<file path="config.mk">
export PLATFORM = sky130hd
export DESIGN_NAME = pipe_hazard_ctrl_flat
export DESIGN_NICKNAME = d
export VERILOG_FILES = /design/src/rtl/pipe_hazard_ctrl_pkg.sv /design/src/rtl/pipe_hazard_ctrl_if.sv /design/src/rtl/pipe_hazard_ctrl_fwd_sel.sv /design/src/rtl/pipe_hazard_ctrl.sv /design/src/flat_wrapper.sv
export SDC_FILE = /design/constraint.sdc
export NUM_CORES = 1
export LEC_CHECK = 0
export BUFFER_PORTS_ARGS = -buffer_cell sky130_fd_sc_hd__buf_2
export CAP_MARGIN = 20
export CORE_ASPECT_RATIO = 0.6
export CORE_MARGIN = 8
export CORE_UTILIZATION = 25
export CTS_CLUSTER_DIAMETER = 120
export DETAILED_ROUTE_END_ITERATION = 10
export HOLD_SLACK_MARGIN = 0.15
export MAX_ROUTING_LAYER = met4
export SLEW_MARGIN = 30
export SYNTH_ARGS = -nofsm -noshare
export SYNTH_HDL_FRONTEND = slang
export SYNTH_SLANG_ARGS = --single-unit
</file>
<file path="constraint.sdc">
create_clock -name cpu_clk -period 2.9 [get_ports cpu_clk]
set_input_delay 0.145 -clock cpu_clk [delete_from_list [all_inputs] [get_ports cpu_clk]]
set_output_delay 0.145 -clock cpu_clk [all_outputs]
set_load 0.02 [all_outputs]
</file>
<file path="src/rtl/pipe_hazard_ctrl_pkg.sv">
// Shared encodings for the miniRV hazard controller: forwarding selects,
// mul/div FSM state codes and the packed stall/flush control bundle.
package pipe_hazard_ctrl_pkg;

    localparam logic [1:0] FWD_SEL_RF  = 2'd0;
    localparam logic [1:0] FWD_SEL_EX  = 2'd1;
    localparam logic [1:0] FWD_SEL_MEM = 2'd2;
    localparam logic [1:0] FWD_SEL_WB  = 2'd3;

    typedef enum logic {
        MD_FSM_RUN  = 1'b0,
        MD_FSM_WAIT = 1'b1
    } md_state_e;

    // Wide enough for the largest legal MD_MAX_CYC (255).
    localparam int MD_CNT_W = 8;

    typedef struct packed {
        logic stall_pc;
        logic stall_if_id;
        logic stall_id_ex;
        logic stall_ex_mem;
        logic flush_if_id;
        logic flush_id_ex;
    } pipe_ctrl_t;

    localparam pipe_ctrl_t PIPE_CTRL_IDLE = '0;

    function automatic pipe_ctrl_t freezeAll();
        pipe_ctrl_t c;
        c              = PIPE_CTRL_IDLE;
        c.stall_pc     = 1'b1;
        c.stall_if_id  = 1'b1;
        c.stall_id_ex  = 1'b1;
        c.stall_ex_mem = 1'b1;
        return c;
    endfunction

endpackage

</file>
<file path="src/rtl/pipe_hazard_ctrl_if.sv">
// Pipeline <-> hazard controller signal bundle. The pipeline side uses
// the master modport, the controller uses the slave modport.
interface pipe_hazard_ctrl_if #(
    parameter int REG_AW = 5
);

    logic [REG_AW-1:0] id_rs1;
    logic [REG_AW-1:0] id_rs2;
    logic              id_rs1_re;
    logic              id_rs2_re;
    logic [REG_AW-1:0] ex_rd;
    logic [REG_AW-1:0] mem_rd;
    logic [REG_AW-1:0] wb_rd;
    logic              ex_wen;
    logic              mem_wen;
    logic              wb_wen;
    logic              ex_is_load;
    logic              ex_redirect;
    logic              ex_md_req;
    logic              md_done;

    logic [1:0]        fwd_a_sel;
    logic [1:0]        fwd_b_sel;
    logic              stall_pc;
    logic              stall_if_id;
    logic              stall_id_ex;
    logic              stall_ex_mem;
    logic              flush_if_id;
    logic              flush_id_ex;
    logic              md_start;
    logic              md_err;

    modport master (
        output id_rs1, id_rs2, id_rs1_re, id_rs2_re,
        output ex_rd, mem_rd, wb_rd, ex_wen, mem_wen, wb_wen,
        output ex_is_load, ex_redirect, ex_md_req, md_done,
        input  fwd_a_sel, fwd_b_sel,
        input  stall_pc, stall_if_id, stall_id_ex, stall_ex_mem,
        input  flush_if_id, flush_id_ex, md_start, md_err
    );

    modport slave (
        input  id_rs1, id_rs2, id_rs1_re, id_rs2_re,
        input  ex_rd, mem_rd, wb_rd, ex_wen, mem_wen, wb_wen,
        input  ex_is_load, ex_redirect, ex_md_req, md_done,
        output fwd_a_sel, fwd_b_sel,
        output stall_pc, stall_if_id, stall_id_ex, stall_ex_mem,
        output flush_if_id, flush_id_ex, md_start, md_err
    );

endinterface

</file>
<file path="src/rtl/pipe_hazard_ctrl_fwd_sel.sv">
// Combinational forwarding-source picker for one ID operand; the youngest
// writer (EX, then MEM, then WB) wins, x0 and unread operands use the regfile.
module pipe_hazard_ctrl_fwd_sel
    import pipe_hazard_ctrl_pkg::*;
#(
    parameter int REG_AW = 5
) (
    input  logic [REG_AW-1:0] rs_i,
    input  logic              re_i,
    input  logic [REG_AW-1:0] ex_rd_i,
    input  logic              ex_wen_i,
    input  logic [REG_AW-1:0] mem_rd_i,
    input  logic              mem_wen_i,
    input  logic [REG_AW-1:0] wb_rd_i,
    input  logic              wb_wen_i,
    output logic [1:0]        sel_o
);

    always_comb begin
        sel_o = FWD_SEL_RF;
        if (re_i && (rs_i != '0)) begin
            if (ex_wen_i && (ex_rd_i == rs_i)) begin
                sel_o = FWD_SEL_EX;
            end else if (mem_wen_i && (mem_rd_i == rs_i)) begin
                sel_o = FWD_SEL_MEM;
            end else if (wb_wen_i && (wb_rd_i == rs_i)) begin
                sel_o = FWD_SEL_WB;
            end
        end
    end

endmodule

</file>
<file path="src/rtl/pipe_hazard_ctrl.sv">
// Stall/flush/forwarding controller for the 5-stage miniRV pipeline, with
// mul/div sequencing FSM and watchdog. Optional perf counters: HAZARD_PERF_CNT_EN.
module pipe_hazard_ctrl
    import pipe_hazard_ctrl_pkg::*;
#(
    parameter int REG_AW     = 5,
    parameter int MD_MAX_CYC = 64
) (
    input  logic               cpu_clk,
    input  logic               cpu_rst_n,
`ifdef HAZARD_PERF_CNT_EN
    output logic [31:0]        perf_stall_cnt,
    output logic [31:0]        perf_flush_cnt,
    output logic [31:0]        perf_md_cnt,
`endif
    pipe_hazard_ctrl_if.slave  bus
);

    localparam logic [MD_CNT_W-1:0] MD_LAST = MD_CNT_W'(MD_MAX_CYC - 1);

    md_state_e           state_q, state_d;
    logic [MD_CNT_W-1:0] waitCnt_q, waitCnt_d;
    logic                mdErr_q, mdErr_d;
    logic                mdStart;
    logic                loadUse;
    pipe_ctrl_t          ctrl;

    pipe_hazard_ctrl_fwd_sel #(.REG_AW(REG_AW)) uFwdA (
        .rs_i      (bus.id_rs1),
        .re_i      (bus.id_rs1_re),
        .ex_rd_i   (bus.ex_rd),
        .ex_wen_i  (bus.ex_wen),
        .mem_rd_i  (bus.mem_rd),
        .mem_wen_i (bus.mem_wen),
        .wb_rd_i   (bus.wb_rd),
        .wb_wen_i  (bus.wb_wen),
        .sel_o     (bus.fwd_a_sel)
    );

    pipe_hazard_ctrl_fwd_sel #(.REG_AW(REG_AW)) uFwdB (
        .rs_i      (bus.id_rs2),
        .re_i      (bus.id_rs2_re),
        .ex_rd_i   (bus.ex_rd),
        .ex_wen_i  (bus.ex_wen),
        .mem_rd_i  (bus.mem_rd),
        .mem_wen_i (bus.mem_wen),
        .wb_rd_i   (bus.wb_rd),
        .wb_wen_i  (bus.wb_wen),
        .sel_o     (bus.fwd_b_sel)
    );

    // A load in EX cannot forward in time; the dependent ID op must wait a cycle.
    assign loadUse = bus.ex_is_load && bus.ex_wen && (bus.ex_rd != '0) &&
                     (((bus.id_rs1 == bus.ex_rd) && bus.id_rs1_re) ||
                      ((bus.id_rs2 == bus.ex_rd) && bus.id_rs2_re));

    always_ff @(posedge cpu_clk or negedge cpu_rst_n) begin
        if (!cpu_rst_n) begin
            state_q   <= MD_FSM_RUN;
            waitCnt_q <= '0;
            mdErr_q   <= 1'b0;
        end else begin
            state_q   <= state_d;
            waitCnt_q <= waitCnt_d;
            mdErr_q   <= mdErr_d;
        end
    end

    always_comb begin
        state_d   = state_q;
        waitCnt_d = waitCnt_q;
        mdErr_d   = 1'b0;
        mdStart   = 1'b0;
        ctrl      = PIPE_CTRL_IDLE;
        case (state_q)
            MD_FSM_RUN: begin
                if (bus.ex_redirect) begin
                    ctrl.flush_if_id = 1'b1;
                    ctrl.flush_id_ex = 1'b1;
                end else if (bus.ex_md_req) begin
                    mdStart   = 1'b1;
                    ctrl      = freezeAll();
                    state_d   = MD_FSM_WAIT;
                    waitCnt_d = '0;
                end else if (loadUse) begin
                    ctrl.stall_pc    = 1'b1;
                    ctrl.stall_if_id = 1'b1;
                    ctrl.flush_id_ex = 1'b1;
                end
            end
            // Redirect and load-use are ignored here: EX is frozen on the md op.
            MD_FSM_WAIT: begin
                if (bus.md_done) begin
                    state_d = MD_FSM_RUN;
                end else if (waitCnt_q == MD_LAST) begin
                    mdErr_d = 1'b1;
                    state_d = MD_FSM_RUN;
                end else begin
                    ctrl      = freezeAll();
                    waitCnt_d = waitCnt_q + 1'b1;
                end
            end
            default: begin
                state_d = MD_FSM_RUN;
            end
        endcase
    end

    assign bus.stall_pc     = ctrl.stall_pc;
    assign bus.stall_if_id  = ctrl.stall_if_id;
    assign bus.stall_id_ex  = ctrl.stall_id_ex;
    assign bus.stall_ex_mem = ctrl.stall_ex_mem;
    assign bus.flush_if_id  = ctrl.flush_if_id;
    assign bus.flush_id_ex  = ctrl.flush_id_ex;
    assign bus.md_start     = mdStart;
    assign bus.md_err       = mdErr_q;

`ifdef HAZARD_PERF_CNT_EN
    logic        redirectTaken;
    logic [31:0] perfStall_q, perfFlush_q, perfMd_q;

    assign redirectTaken = (state_q == MD_FSM_RUN) && bus.ex_redirect;

    always_ff @(posedge cpu_clk or negedge cpu_rst_n) begin
        if (!cpu_rst_n) begin
            perfStall_q <= '0;
            perfFlush_q <= '0;
            perfMd_q    <= '0;
        end else begin
            if (ctrl.stall_pc) begin
                perfStall_q <= perfStall_q + 32'd1;
            end
            if (redirectTaken) begin
                perfFlush_q <= perfFlush_q + 32'd1;
            end
            if (mdStart) begin
                perfMd_q <= perfMd_q + 32'd1;
            end
        end
    end

    assign perf_stall_cnt = perfStall_q;
    assign perf_flush_cnt = perfFlush_q;
    assign perf_md_cnt    = perfMd_q;
`endif

endmodule

</file>
<file path="src/flat_wrapper.sv">
// flat-port wrapper written by rule: the top's interface ports become plain ports
module pipe_hazard_ctrl_flat import pipe_hazard_ctrl_pkg::*;
#(
    parameter int REG_AW     = 5,
    parameter int MD_MAX_CYC = 64
)
  (cpu_clk, cpu_rst_n, bus_id_rs1, bus_id_rs2, bus_id_rs1_re, bus_id_rs2_re, bus_ex_rd, bus_mem_rd, bus_wb_rd, bus_ex_wen, bus_mem_wen, bus_wb_wen, bus_ex_is_load, bus_ex_redirect, bus_ex_md_req, bus_md_done, bus_fwd_a_sel, bus_fwd_b_sel, bus_stall_pc, bus_stall_if_id, bus_stall_id_ex, bus_stall_ex_mem, bus_flush_if_id, bus_flush_id_ex, bus_md_start, bus_md_err);
  pipe_hazard_ctrl_if #(.REG_AW(REG_AW)) bus_i ();
  input  logic cpu_clk;
  input  logic cpu_rst_n;
  input wire logic [$bits(bus_i.id_rs1)-1:0] bus_id_rs1;
  input wire logic [$bits(bus_i.id_rs2)-1:0] bus_id_rs2;
  input wire logic [$bits(bus_i.id_rs1_re)-1:0] bus_id_rs1_re;
  input wire logic [$bits(bus_i.id_rs2_re)-1:0] bus_id_rs2_re;
  input wire logic [$bits(bus_i.ex_rd)-1:0] bus_ex_rd;
  input wire logic [$bits(bus_i.mem_rd)-1:0] bus_mem_rd;
  input wire logic [$bits(bus_i.wb_rd)-1:0] bus_wb_rd;
  input wire logic [$bits(bus_i.ex_wen)-1:0] bus_ex_wen;
  input wire logic [$bits(bus_i.mem_wen)-1:0] bus_mem_wen;
  input wire logic [$bits(bus_i.wb_wen)-1:0] bus_wb_wen;
  input wire logic [$bits(bus_i.ex_is_load)-1:0] bus_ex_is_load;
  input wire logic [$bits(bus_i.ex_redirect)-1:0] bus_ex_redirect;
  input wire logic [$bits(bus_i.ex_md_req)-1:0] bus_ex_md_req;
  input wire logic [$bits(bus_i.md_done)-1:0] bus_md_done;
  output wire logic [$bits(bus_i.fwd_a_sel)-1:0] bus_fwd_a_sel;
  output wire logic [$bits(bus_i.fwd_b_sel)-1:0] bus_fwd_b_sel;
  output wire logic [$bits(bus_i.stall_pc)-1:0] bus_stall_pc;
  output wire logic [$bits(bus_i.stall_if_id)-1:0] bus_stall_if_id;
  output wire logic [$bits(bus_i.stall_id_ex)-1:0] bus_stall_id_ex;
  output wire logic [$bits(bus_i.stall_ex_mem)-1:0] bus_stall_ex_mem;
  output wire logic [$bits(bus_i.flush_if_id)-1:0] bus_flush_if_id;
  output wire logic [$bits(bus_i.flush_id_ex)-1:0] bus_flush_id_ex;
  output wire logic [$bits(bus_i.md_start)-1:0] bus_md_start;
  output wire logic [$bits(bus_i.md_err)-1:0] bus_md_err;
  assign bus_i.id_rs1 = bus_id_rs1;
  assign bus_i.id_rs2 = bus_id_rs2;
  assign bus_i.id_rs1_re = bus_id_rs1_re;
  assign bus_i.id_rs2_re = bus_id_rs2_re;
  assign bus_i.ex_rd = bus_ex_rd;
  assign bus_i.mem_rd = bus_mem_rd;
  assign bus_i.wb_rd = bus_wb_rd;
  assign bus_i.ex_wen = bus_ex_wen;
  assign bus_i.mem_wen = bus_mem_wen;
  assign bus_i.wb_wen = bus_wb_wen;
  assign bus_i.ex_is_load = bus_ex_is_load;
  assign bus_i.ex_redirect = bus_ex_redirect;
  assign bus_i.ex_md_req = bus_ex_md_req;
  assign bus_i.md_done = bus_md_done;
  assign bus_fwd_a_sel = bus_i.fwd_a_sel;
  assign bus_fwd_b_sel = bus_i.fwd_b_sel;
  assign bus_stall_pc = bus_i.stall_pc;
  assign bus_stall_if_id = bus_i.stall_if_id;
  assign bus_stall_id_ex = bus_i.stall_id_ex;
  assign bus_stall_ex_mem = bus_i.stall_ex_mem;
  assign bus_flush_if_id = bus_i.flush_if_id;
  assign bus_flush_id_ex = bus_i.flush_id_ex;
  assign bus_md_start = bus_i.md_start;
  assign bus_md_err = bus_i.md_err;
  pipe_hazard_ctrl #(.REG_AW(REG_AW), .MD_MAX_CYC(MD_MAX_CYC)) u_core (.cpu_clk(cpu_clk), .cpu_rst_n(cpu_rst_n), .bus(bus_i));
endmodule
</file>
==> summary.md <==
| Metric | Value |
|---|---|
| CP Data Arrival Time | 1740 ps |
| Leak pwr | 0.591 nW |
| Final HPWL DP | 2830 um |
| Largest delay contributor family on the critical path | flip-flops |
| Vias in the first global route | 1002 |
| Layout filler cell count | 369 |
| Synth Area per Inst | 8.88 um2 |
| WL final | 3210 um |
| # port buffers | 47 |
| Clock sink total | 10 |
| PwrDens | 376 nW/um2 |
| Worst-margin pin slew | 518 ps |
| Drt drc | 0 |
| I/O pin count | 48 |
| CP Capture Type | primary output |
| # H-tree levels | 1 |
| Asr flop ratio synth | 100% |
| Synth top area share | 25.4% |
| DR vias | 997 |
| Synth Area in Adders | 1.27% |
| # setup viols final | 0 |
| WP buf/inv | 1 |
| Unrepaired setup endpoints after global routing | false |
| Cell variety after synth | 28 |
| P_int | 0.326 mW |
| Num CTS Buffers | 3 |
| Final GP Congestion | 0.891 |
| Die Height | 64.6 um |
| Area growth, synth to finish | 33.5% |
| Synth warn | 0 |
| Die Width | 97.1 um |
| Crit-path max cell delay | 410 ps |
| Final nets | 199 |
| Hold/Removal Path Class | in2reg |
| Max-cap viol count | 0 |
| Synth Register Bits | 10 |
| Final Hold Fails | 0 |
| Worst setup path class | reg2out |
| Antenna-violating nets left | 0 |
| Multi-input gate area | 717 um2 |
| Sw Ratio | 34.1% |
| Synth Flop Type | dfrtp_1 |
| Seq/Total Area, Yosys | 25.4% |
| Post-route minimum period | 1890 ps |
| Initial antenna violation count | 0 |
| Clk_skew | 1.83 ps |
| Vias per cell | 4.82 |
| Iter 0 DRT Violations | 58 |
| Clock slew at the register clock pins of the worst setup and hold paths | 50 ps |
| Largest net degree at the start of global routing | 11 |
| Register Area | 250 um2 |
| Compound-Gate Fraction of Synth Area | 11.8% |
| CP startpoint kind | flop |
| Share of cells above drive strength 1 | 36.9% |
| First-pass GRT wire length | 5140 um |
| Share of total power in the clock network | 29.2% |
| TritonCTS clock tree | done |
| Crit path required time | 2760 ps |
| WHS | 244 ps |
| Initial Util | 26.5% |
| Xor and xnor area share after synthesis | 31.1% |
| Root Buffer | clkbuf_8 |
| Worst Path Max Fanout | 7 |
| Simple-gate share of the synthesized area | 26.3% |
| Ant diodes | 0 |
| Combinational power share | 34.6% |
| Largest family of logic cells by synthesized area | XOR/XNOR gates |
| Clk_lat worst skew | 230 ps |
| Die footprint | 6280 um2 |
| Synth top area cells | dfrtp_1 25%, xor2_1 18%, xnor2_1 13% |
| Pins Over Slew Limit | 0 |
| Cell Area, Synth | 986 um2 |
| Post-Syn Nets | 148 |
| Syn Inst Count | 111 |
| Most numerous cell in the Yosys netlist | xor2_1 |
| Status | finished, final reports clean |
| Cell Rows | 17 |
| Routed WL per cell | 15.5 um |
| Final setup TNS | 0 ps |
| Max Fclk | 530 MHz |
| Sw power | 0.169 mW |
| Seq pwr share | 36.2% |
| Period utilization | 65.1% |
| Crit-path slowest cell | dfrtp_1 |
| GR Util All Layers | 10.2% |
| Cell chain of the critical path | ha_1 > and4_4 > a31oi_4 > nor2_2 > o21ai_1 > buf_2 |
| Yosys top cell by area | dfrtp_1 |
| Peak supply drop | 0.128 mV |
| Worst slew margin | 65.3% |
| Remaining global-route overflow | 0 |
| First drt pass iteration count | 4 |
| Core area | 3720 um2 |
| Post-synth EDFFs | 0 |
| Proportion of synthesized area in mux cells | 2.28% |
| Post-synth top cells | 20 x xor2_1, 15 x xnor2_1, 13 x nor2_1 |
| Worst-case clock buffer depth | 2 |
| Resized cells post-CTS | 0 |
metrics by stage:
stage,total power [mW],util (%),std cells,cell area (um2),worst slack [ps]
floorplan,0.278,-,111,986,1180
global placement,0.352,34.0,203,1260,1170
detailed placement,0.350,34.0,203,1260,1220
CTS,0.499,35.4,207,1320,1000
global route,0.526,35.4,207,1320,882
finish,0.495,35.4,207,1320,1010
layer usage:
layer  global-route usage, %  share of wire (%)
met1                    13.2                 48
met2                    15.0                 44
met3                    3.39                7.0
met4                    2.29               0.84
met5                       -                  0
worst paths after layout:
check | end | slack (ps) | cells after the start | start
max | bus_stall_pc | 1010 | 6 | u_core.waitCnt_q[0]$_DFFE_PN0P_
min | u_core.waitCnt_q[7]$_DFFE_PN0P_ | 240 | 3 | bus_ex_redirect
max reg2reg | u_core.waitCnt_q[3]$_DFFE_PN0P_ | 1310 | 6 | u_core.waitCnt_q[0]$_DFFE_PN0P_
min reg2reg | u_core.waitCnt_q[7]$_DFFE_PN0P_ | 550 | 2 | u_core.waitCnt_q[7]$_DFFE_PN0P_
max in group asynchronous | u_core.waitCnt_q[1]$_DFFE_PN0P_ | 2400 | 2 | cpu_rst_n
min in group asynchronous | u_core.waitCnt_q[6]$_DFFE_PN0P_ | 300 | 2 | cpu_rst_n
kinds of logic (layout without fill, tap and decap cells):
kind of cell    Yosys count  count (layout)
simple gates             47              47
mux                       2               2
buf+inv                   3              52
xor+xnor                 35              35
compound gates           13              13
fa+ha+maj                 1               1
flops                    10              10
sequential cells by signal (all words and copies together), names as in the netlist:
register,count
u_core.waitCnt_q,8
u_core.bus.md_err,1
u_core.state_q,1
layout by cell type (no fill, tap or decap):
master	instances
xor2_1	20
or4_1	3
nor2_2	1
a22oi_1	2
nand2b_1	1
a22o_1	2
a31oi_4	1
a211oi_2	2
mux2_2	2
buf_2	47
o22ai_1	1
nor2b_1	4
o21bai_1	1
dlygate4sd3_1	1
nor4_1	4
and4_4	1
nor4_2	1
nor3b_2	1
nand4_1	2
inv_1	1
o2111ai_1	1
dfrtp_1	10
nand2_1	5
and3_1	2
nor2_1	13
xnor2_1	15
o21ai_1	3
nand3_1	9
ha_1	1
clkbuf_8	3
area by class of cell:
| cell class | instances | area share, % |
|---|---|---|
| Timing Repair Buffer | 48 | 18.6 |
| Multi-Input combinational cell | 98 | 54.5 |
| Clock buffer | 3 | 3.14 |
| Inverter | 1 | 0.285 |
| Tap cell | 47 | 4.47 |
| Sequential cell | 10 | 19.0 |
worst reg2reg max path, delay by kind of cell (launching register included):
| kind | cells | cell delay [ps] |
|---|---|---|
| AOI/OAI and AO/OA | 1 | 250 |
| xor gates and xnor gates | 1 | 160 |
| adders and majority gates | 1 | 250 |
| DFF | 1 | 410 |
| and+or+nand+nor | 3 | 380 |
power by group through the flow:
stage               Sequential [mW]  Combinational [mW]  Clock, mW
finish                        0.179               0.171      0.144
floorplan                     0.174               0.104          0
global placement              0.180               0.171          0
detailed placement            0.180               0.170          0
global route                  0.182               0.189      0.155
CTS                           0.179               0.171      0.149
what timing repair did:
action                                 in CTS  in global routing
setup buffers                               0                  0
hold buffers                                1                  0
endpoints found under the hold margin      10                  0
Note: power is estimated with default switching activity, not from simulation.
